===== config.mk =====
export PLATFORM = sky130hd
export DESIGN_NAME = bg_pixel_fifo_flat
export DESIGN_NICKNAME = d
export VERILOG_FILES = /design/src/rtl/ppu_pkg.sv /design/src/rtl/bg_pixel_fifo_if.sv /design/src/rtl/bg_pixel_fifo.sv /design/src/flat_wrapper.sv
export SDC_FILE = /design/constraint.sdc
export NUM_CORES = 1
export LEC_CHECK = 0
export ABC_AREA = 1
export CAP_MARGIN = 0
export CORE_MARGIN = 5
export CORE_UTILIZATION = 49
export DETAILED_ROUTE_END_ITERATION = 10
export PLACE_DENSITY = 0.8
export SYNTH_ARGS = -nofsm -noshare
export SYNTH_HDL_FRONTEND = slang
export SYNTH_SLANG_ARGS = --single-unit

===== constraint.sdc =====
create_clock -name clk_in -period 1.9 [get_ports clk_in]
set_clock_uncertainty 0.1 [all_clocks]
set_input_delay 0.57 -clock clk_in [delete_from_list [all_inputs] [get_ports clk_in]]
set_output_delay 0.57 -clock clk_in [all_outputs]
set_load 0.01 [all_outputs]

===== src/rtl/ppu_pkg.sv =====
// ppu_pkg: shared PPU types, constants and the BGP palette lookup
package ppu_pkg;
    typedef enum logic [1:0] {IDLE, SHIFT, DONE} BgFifoState;
    localparam int X_MAX = 160;
    localparam int DEPTH = 8;
    typedef logic [1:0] PixelIdx;
    function automatic logic [1:0] bgp_map(PixelIdx idx, logic [7:0] bgp);
        return bgp[{idx, 1'b1} -: 2];
    endfunction
endpackage


===== src/rtl/bg_pixel_fifo_if.sv =====
// bg_pixel_fifo_if: fetcher/LCD-side signals of the background pixel FIFO
interface bg_pixel_fifo_if #(parameter int X_MAX = ppu_pkg::X_MAX);
    import ppu_pkg::*;
    localparam int XW = $clog2(X_MAX);
    logic              tclk_in;
    logic              line_start_in;
    logic              window_trigger_in;
    logic              pause_in;
    logic [7:0]        SCX_in;
    logic [7:0]        BGP_in;
    logic              bg_enable_in;
    logic              valid_pixels_in;
    PixelIdx [7:0]     pixels_in;
    logic              fifo_empty_out;
    logic              pixel_valid_out;
    PixelIdx           pixel_index_out;
    logic [1:0]        color_out;
    logic [XW-1:0]     x_out;
    logic              line_done_out;
    logic              overflow_out;
    modport master (
        output tclk_in, line_start_in, window_trigger_in, pause_in, SCX_in, BGP_in,
               bg_enable_in, valid_pixels_in, pixels_in,
        input  fifo_empty_out, pixel_valid_out, pixel_index_out, color_out, x_out,
               line_done_out, overflow_out
    );
    modport slave (
        input  tclk_in, line_start_in, window_trigger_in, pause_in, SCX_in, BGP_in,
               bg_enable_in, valid_pixels_in, pixels_in,
        output fifo_empty_out, pixel_valid_out, pixel_index_out, color_out, x_out,
               line_done_out, overflow_out
    );
endinterface


===== src/rtl/bg_pixel_fifo.sv =====
// bg_pixel_fifo: 8-entry background pixel shifter with SCX discard, BGP mapping and X tracking
module bg_pixel_fifo
    import ppu_pkg::*;
#(
    parameter int X_MAX = ppu_pkg::X_MAX
) (
    input logic            clk_in,
    input logic            rst_n_in,
    bg_pixel_fifo_if.slave bus
);
    localparam int XW = $clog2(X_MAX);
    localparam logic [XW-1:0] X_LAST = XW'(X_MAX - 1);

    BgFifoState        state_q, state_d;
    logic [3:0]        count_q, count_d;
    logic [XW-1:0]     x_q, x_d;
    logic [2:0]        discard_q, discard_d;
    PixelIdx [7:0]     fifo_q, fifo_d;
    PixelIdx           idx_q, idx_d;
    logic [1:0]        color_q, color_d;
    logic              prev_valid_q, pv_q, pv_d, ld_q, ld_d, ovf_q, ovf_d;
    logic              push_edge, pop, last;
    PixelIdx           emit_idx;
    logic              unused_scx;

    assign unused_scx = &{1'b0, bus.SCX_in[7:3]};
    assign push_edge  = bus.valid_pixels_in & ~prev_valid_q;
    assign pop        = bus.tclk_in & (count_q != 4'd0) & ~bus.pause_in;
    assign emit_idx   = bus.bg_enable_in ? fifo_q[0] : 2'd0;
    assign last       = x_q == X_LAST;

    assign bus.fifo_empty_out  = count_q == 4'd0;
    assign bus.pixel_valid_out = pv_q;
    assign bus.pixel_index_out = idx_q;
    assign bus.color_out       = color_q;
    assign bus.x_out           = x_q;
    assign bus.line_done_out   = ld_q;
    assign bus.overflow_out    = ovf_q;

    // Register all state; reset takes effect immediately, even mid-line.
    always_ff @(posedge clk_in or negedge rst_n_in) begin
        if (!rst_n_in) begin
            state_q      <= IDLE;
            count_q      <= '0;
            x_q          <= '0;
            discard_q    <= '0;
            fifo_q       <= '0;
            idx_q        <= '0;
            color_q      <= '0;
            prev_valid_q <= 1'b0;
            pv_q         <= 1'b0;
            ld_q         <= 1'b0;
            ovf_q        <= 1'b0;
        end else begin
            state_q      <= state_d;
            count_q      <= count_d;
            x_q          <= x_d;
            discard_q    <= discard_d;
            fifo_q       <= fifo_d;
            idx_q        <= idx_d;
            color_q      <= color_d;
            prev_valid_q <= bus.valid_pixels_in;
            pv_q         <= pv_d;
            ld_q         <= ld_d;
            ovf_q        <= ovf_d;
        end
    end

    // Line start beats everything; in SHIFT a window flush cancels pop and load, else load or pop.
    always_comb begin
        state_d   = state_q;
        count_d   = count_q;
        x_d       = x_q;
        discard_d = discard_q;
        fifo_d    = fifo_q;
        idx_d     = idx_q;
        color_d   = color_q;
        ovf_d     = ovf_q;
        pv_d      = 1'b0;
        ld_d      = 1'b0;
        if (bus.line_start_in) begin
            state_d   = SHIFT;
            count_d   = '0;
            x_d       = '0;
            discard_d = bus.SCX_in[2:0];
        end else if (state_q == SHIFT) begin
            if (push_edge && count_q != 4'd0) ovf_d = 1'b1;
            if (bus.window_trigger_in) begin
                count_d   = '0;
                discard_d = '0;
            end else if (push_edge && count_q == 4'd0) begin
                fifo_d  = bus.pixels_in;
                count_d = 4'(DEPTH);
            end else if (pop) begin
                fifo_d  = fifo_q >> 2;
                count_d = count_q - 4'd1;
                if (discard_q != 3'd0) begin
                    discard_d = discard_q - 3'd1;
                end else begin
                    pv_d    = 1'b1;
                    idx_d   = emit_idx;
                    color_d = bgp_map(emit_idx, bus.BGP_in);
                    x_d     = last ? '0 : x_q + XW'(1);
                    state_d = last ? DONE : SHIFT;
                    ld_d    = last;
                end
            end
        end
    end
endmodule

===== src/flat_wrapper.sv =====
// flat-port wrapper written by rule: the top's interface ports become plain ports
module bg_pixel_fifo_flat import ppu_pkg::*;
#(
    parameter int X_MAX = ppu_pkg::X_MAX
)
  (clk_in, rst_n_in, bus_tclk_in, bus_line_start_in, bus_window_trigger_in, bus_pause_in, bus_SCX_in, bus_BGP_in, bus_bg_enable_in, bus_valid_pixels_in, bus_pixels_in, bus_fifo_empty_out, bus_pixel_valid_out, bus_pixel_index_out, bus_color_out, bus_x_out, bus_line_done_out, bus_overflow_out);
  bg_pixel_fifo_if #(.X_MAX(X_MAX)) bus_i ();
  input logic clk_in;
  input logic rst_n_in;
  input wire logic [$bits(bus_i.tclk_in)-1:0] bus_tclk_in;
  input wire logic [$bits(bus_i.line_start_in)-1:0] bus_line_start_in;
  input wire logic [$bits(bus_i.window_trigger_in)-1:0] bus_window_trigger_in;
  input wire logic [$bits(bus_i.pause_in)-1:0] bus_pause_in;
  input wire logic [$bits(bus_i.SCX_in)-1:0] bus_SCX_in;
  input wire logic [$bits(bus_i.BGP_in)-1:0] bus_BGP_in;
  input wire logic [$bits(bus_i.bg_enable_in)-1:0] bus_bg_enable_in;
  input wire logic [$bits(bus_i.valid_pixels_in)-1:0] bus_valid_pixels_in;
  input wire logic [$bits(bus_i.pixels_in)-1:0] bus_pixels_in;
  output wire logic [$bits(bus_i.fifo_empty_out)-1:0] bus_fifo_empty_out;
  output wire logic [$bits(bus_i.pixel_valid_out)-1:0] bus_pixel_valid_out;
  output wire logic [$bits(bus_i.pixel_index_out)-1:0] bus_pixel_index_out;
  output wire logic [$bits(bus_i.color_out)-1:0] bus_color_out;
  output wire logic [$bits(bus_i.x_out)-1:0] bus_x_out;
  output wire logic [$bits(bus_i.line_done_out)-1:0] bus_line_done_out;
  output wire logic [$bits(bus_i.overflow_out)-1:0] bus_overflow_out;
  assign bus_i.tclk_in = bus_tclk_in;
  assign bus_i.line_start_in = bus_line_start_in;
  assign bus_i.window_trigger_in = bus_window_trigger_in;
  assign bus_i.pause_in = bus_pause_in;
  assign bus_i.SCX_in = bus_SCX_in;
  assign bus_i.BGP_in = bus_BGP_in;
  assign bus_i.bg_enable_in = bus_bg_enable_in;
  assign bus_i.valid_pixels_in = bus_valid_pixels_in;
  assign bus_i.pixels_in = bus_pixels_in;
  assign bus_fifo_empty_out = bus_i.fifo_empty_out;
  assign bus_pixel_valid_out = bus_i.pixel_valid_out;
  assign bus_pixel_index_out = bus_i.pixel_index_out;
  assign bus_color_out = bus_i.color_out;
  assign bus_x_out = bus_i.x_out;
  assign bus_line_done_out = bus_i.line_done_out;
  assign bus_overflow_out = bus_i.overflow_out;
  bg_pixel_fifo #(.X_MAX(X_MAX)) u_core (.clk_in(clk_in), .rst_n_in(rst_n_in), .bus(bus_i));
endmodule

# After elaboration in Yosys (flattened, before gate mapping)
# Index checks and enable logic that the tools add are counted.
[word_totals]
mem_bits_rw = 0
input_bits = 40
ff_bits = 41
n_memories = 0
word_cells = 94
rom_bits = 0
out_inout_bits = 16
latch_bits = 0
[classes]
shift = 1
n_reduce_logical = 17
addsub = 3
bitwise = 9
order_cmp = 0
n_div = 0
multipliers = 0
n_mux = 40
n_eq_ne = 6
[op_table]
columns = ["operator", "count"]
rows = [
  ["8-bit 2-to-1 mux", 7],
  ["16-bit 2-to-1 mux", 2],
  ["4-bit 2-to-1 mux", 5],
  ["3-bit 2-to-1 mux", 6],
  ["2-bit 2-to-1 mux", 8],
  ["1-bit 2-to-1 mux", 12],
  ["3-bit nonzero test", 3],
  ["9-bit by 4-bit variable part select with 2-bit output", 1],
  ["8-bit by 1-bit adder with 8-bit output (second input constant)", 1],
  ["8-bit == test (second input constant)", 1],
  ["4-bit AND reduction", 2],
  ["4-bit nonzero test", 2],
  ["2-bit inequality test (second input constant)", 3],
  ["1-bit inverter", 6],
  ["6-bit AND reduction", 1],
  ["2-bit nonzero test", 3],
  ["5-bit AND reduction", 1],
  ["4-bit logical NOT", 1],
  ["4-bit by 1-bit subtractor with 4-bit output (second input constant)", 1],
  ["1-bit AND", 3],
  ["3-bit inequality test (second input constant)", 1],
  ["3-bit AND reduction", 1],
  ["3-bit by 1-bit subtractor with 3-bit output (second input constant)", 1],
  ["2-bit by 1-bit == test with 1-bit output (second input constant)", 1],
  ["2 further kinds", 3],
]

# Longest topological paths before layout
[logic_depth]
depth_word = 8
depth_mapped = 11

# Worst setup path after synthesis
# Ideal clock, no wire load.
[synth_path]
path_type = "in2reg"
startpoint = "input port bus_line_start_in"
endpoint = "register u_core.fifo_q[0] in the netlist's numbering"
required_time_ns = 1.684
cell_stages = 8
path_slack_ns = 0.240
t_arrival_ns = 1.444
path_buffers = 2
cell_sequence = "buf_6 -> nor2_2 -> nand2_1 -> a21oi_4 -> inv_2 -> buf_6 -> nand2_1 -> nand2_1"
[synth_between]
elab_chain_cells = 2
[synth_lines]
columns = ["element", "line", "rtl"]
rows = [
  ["start, declared", "flat_wrapper.sv:11", "input wire logic [$bits(bus_i.line_start_in)-1:0] bus_line_start_in;"],
  ["1-bit inverter (no source line)", "n/a", ""],
  ["4-bit AND reduction (no source line)", "n/a", ""],
  ["end signal, assigned", "bg_pixel_fifo.sv:59", "fifo_q <= fifo_d;"],
  ["end, declared", "bg_pixel_fifo.sv:18", "PixelIdx [7:0] fifo_q, fifo_d;"],
]
# Every way passes these cells.
# A chain may end at the register's enable or synchronous reset.

# Final worst setup path
[layout_path]
startpoint = "register u_core.ovf_q, in the netlist u_core.bus.overflow_out"
endpoint = "output port bus_overflow_out"
[layout_rtl]
columns = ["element", "line", "rtl"]
rows = [
  ["start, declared", "bg_pixel_fifo.sv:21", "logic prev_valid_q, pv_q, pv_d, ld_q, ld_d, ovf_q, ovf_d;"],
  ["start signal, assigned", "bg_pixel_fifo.sv:65", "ovf_q <= ovf_d;"],
  ["end, declared", "flat_wrapper.sv:25", "output wire logic [$bits(bus_i.overflow_out)-1:0] bus_overflow_out;"],
]
# No word-level cell between the ends.

==> metrics.csv <==
stage;metric;value;unit
run_status;status;finished, final reports clean;
floorplan;die width;77.85;µm
floorplan;core area;4414;µm²
placement;Port Buffers;50;
global_routing;Most Crowded Layer GR;met2;
synth;Most used DFF post-synth;dfrtp_1;
placement;gpl congestion;0.8490;
finish;most frequent cells in the layout;nand2_1, clkdlybuf4s50_1, dfrtp_1;
job;total of max-cap violations;0;
floorplan;die area;6061;µm²
critical_path;Worst Path Required;1.23;ns
critical_path;crit start category;register;
cts;# hold bufs at CTS;0;
global_routing;Total GRT Usage;17.78;%
synth;synth warn;0;
floorplan;Top Ports;56;
synth;EDFF count, synth;0;
critical_path;Worst path depth;1;
timing;final period utilization;98.16;%
synth;Mapped Area;2256;µm²
timing;# setup viols final;0;
cts;Worst-path clk slew;0.08;ns
pwr;worst vdd ir;0.4903;mV
critical_path;CP delay by family, top;buffers and inverters;
drt;DRT Pass-1 Iters;4;
drt;Post-Route WL;5.133;mm
critical_path;element type at the critical path end;output port;
synth;Seq cells post-synth;41;
cts;CTS root buffer;clkbuf_8;
global_routing;first-pass GRT wire length;9.052;mm
global_routing;initial antenna violation count;0;
timing;Rel. slew slack;82.40;%
synth;syn avg cell area;7.162;µm²
drt;Vias/cell;4.821;
critical_path;worst-path maximum fanout;2;
timing;Fin. Hold Viols;0;
timing;fin. max-slew vios;0;
synth;fraction of registers with async set/reset;100.0;%
drt;ANT nets after route;0;
drt;total number of vias;2150;
finish;fraction of layout cells with a size suffix above 1;13.20;%
global_routing;largest net degree at the start of global routing;42;
timing;RSZ-0062 raised after global routing;no;
finish;# fillers;390;
cts;TritonCTS Buffers;5;
critical_path;CP Class;register to output port;
timing;Final TNS setup;0;ns
pwr;P per Cell Area;772.4;nW/µm²
cts;maximum clock path buffer count;2;
global_routing;vias in the first global route;2096;
timing;min Tclk post-route;1.865;ns
synth;Post-Syn Nets;360;
global_routing;GR Layer Usage met3;3.704;%
drt;DRC;0;
critical_path;slowest CP cell;clkdlybuf4s50_1;
critical_path;worst path bufs/invs;1;
timing;Slew @ Worst Pin;0.2630;ns
cts;CTS tree;yes;
pwr;leakage power;0.001739;µW
placement;post-DP HPWL;3.771;mm
cts;H-tree levels;2;
global_routing;met1 track utilization from global routing;22.93;%
critical_path;crit-path cells;clkdlybuf4s50_1;
critical_path;CP Data Arrival Time;1.20;ns
timing;Fmax;536.2;MHz
cts;Clock Latency Late Sink;0.29;ns
critical_path;r2r worst-path depth;10;
timing;WHS;0.1429;ns
finish;P&R area growth vs syn;36.49;%
floorplan;Die Ht;77.85;µm
floorplan;Starting Density;51.11;%
finish;antenna cell count;0;
floorplan;FP Rows;24;
worst_hold_path;Hold Path Class;input port to asynchronous set/reset pin;
drt;per-cell routed wire length;11.51;µm
critical_path;max incr delay on CP;0.54;ns
global_routing;grt ovf;0;
global_routing;Global Route met2 Usage;30.47;%
finish;most common cell after layout, fill and taps aside;nand2_1;
finish;fin nets;438;
cts;CTS sink cnt;41;
synth;Mapped Cells;315;
synth;Seq/Total Area, Yosys;45.48;%
synth;post-synthesis cell type count;26;
drt;DRT iter0 DRCs;121;
metal layers:
metal / share of wire, % / vias to the layer above
met2: 48 / 46
met1: 47 / 976
met3: 4.5 / 4
li1: - / 1124
met5: 0 / -
met4: 0.94 / 0
cell usage after synthesis (2+ instances only):
library cell	n	area share, %
nand2_1	158	26
dfrtp_1	41	45
inv_1	25	4.2
o21ai_0	21	4.7
nor2_1	18	3.0
nand3_1	17	3.8
ha_1	5	2.8
inv_2	4	0.67
buf_2	3	0.67
buf_6	2	1.0
nand2_2	2	0.55
nor2_2	2	0.55
nor2_4	2	1.0
o21ai_1	2	0.44
o21bai_1	2	0.67
repair_timing:
action	in CTS	in global routing
setup buffers	5	1
setup endpoints to repair	8	19
gates resized for setup	6	9
pin swaps	0	1
gates cloned	0	0
worst paths after layout:
path                                    startpoint                 endpoint  slack, ns
setup / recovery           u_core.bus.overflow_out         bus_overflow_out       0.03
hold / removal                            rst_n_in      u_core.bus.x_out[3]       0.14
setup reg to reg                 u_core.count_q[0]  u_core.bus.color_out[0]       0.16
hold reg to reg                   u_core.fifo_q[1]         u_core.fifo_q[1]       0.37
max in group asynchronous                 rst_n_in         u_core.fifo_q[5]       1.35
min in group clk_in               u_core.fifo_q[1]         u_core.fifo_q[1]       0.37
per-stage QoR:
stage,instances,utilization (%),instance area [µm²],setup WS (ns),power (µW)
floorplan,315,-,2256,0.2400,1563
global placement,432,66.64,2942,-0.1823,1813
detailed placement,432,66.64,2942,-0.2544,1837
CTS,445,69.19,3054,0.009732,2399
global route,446,69.76,3079,0.0001541,2570
finish,446,69.76,3079,0.03496,2378
kinds of logic after synthesis:
| family | synth area share (%) |
|---|---|
| AOI/OAI and AO/OA | 6.933 |
| and+or+nand+nor | 37.22 |
| adders and majority gates | 2.773 |
| DFF | 45.48 |
| buffers and inverters | 6.822 |
| xor gates and xnor gates | 0.7766 |
final cells by class:
cell class                      count  area (µm²)  area share, %
Inverter                           29       108.9          3.535
Sequential cell                    41        1026          33.32
Clock buffer                        6       72.57          2.357
Multi-Input combinational cell    239        1081          35.11
Tap cell                           52       65.06          2.113
Timing Repair Buffer               77       715.7          23.24
Clock inverter                      2       10.01         0.3251
where the power goes:
group	switching, µW	leakage (µW)	total [µW]	internal [µW]
Combinational	365	0.00114	681	316
Sequential	102	0.000550	1150	1050
Clock	291	0.0000450	546	255
flip-flops by register name, summed over array words and instances, names as in the netlist:
signal,cells
u_core.bus.pixel_valid_out,1
u_core.bus.pixel_index_out,2
u_core.bus.x_out,8
u_core.bus.color_out,2
u_core.fifo_q,16
u_core.prev_valid_q,1
u_core.count_q,4
u_core.state_q,2
u_core.bus.line_done_out,1
u_core.discard_q,3
u_core.bus.overflow_out,1
Power figures use the tool's default switching activity.
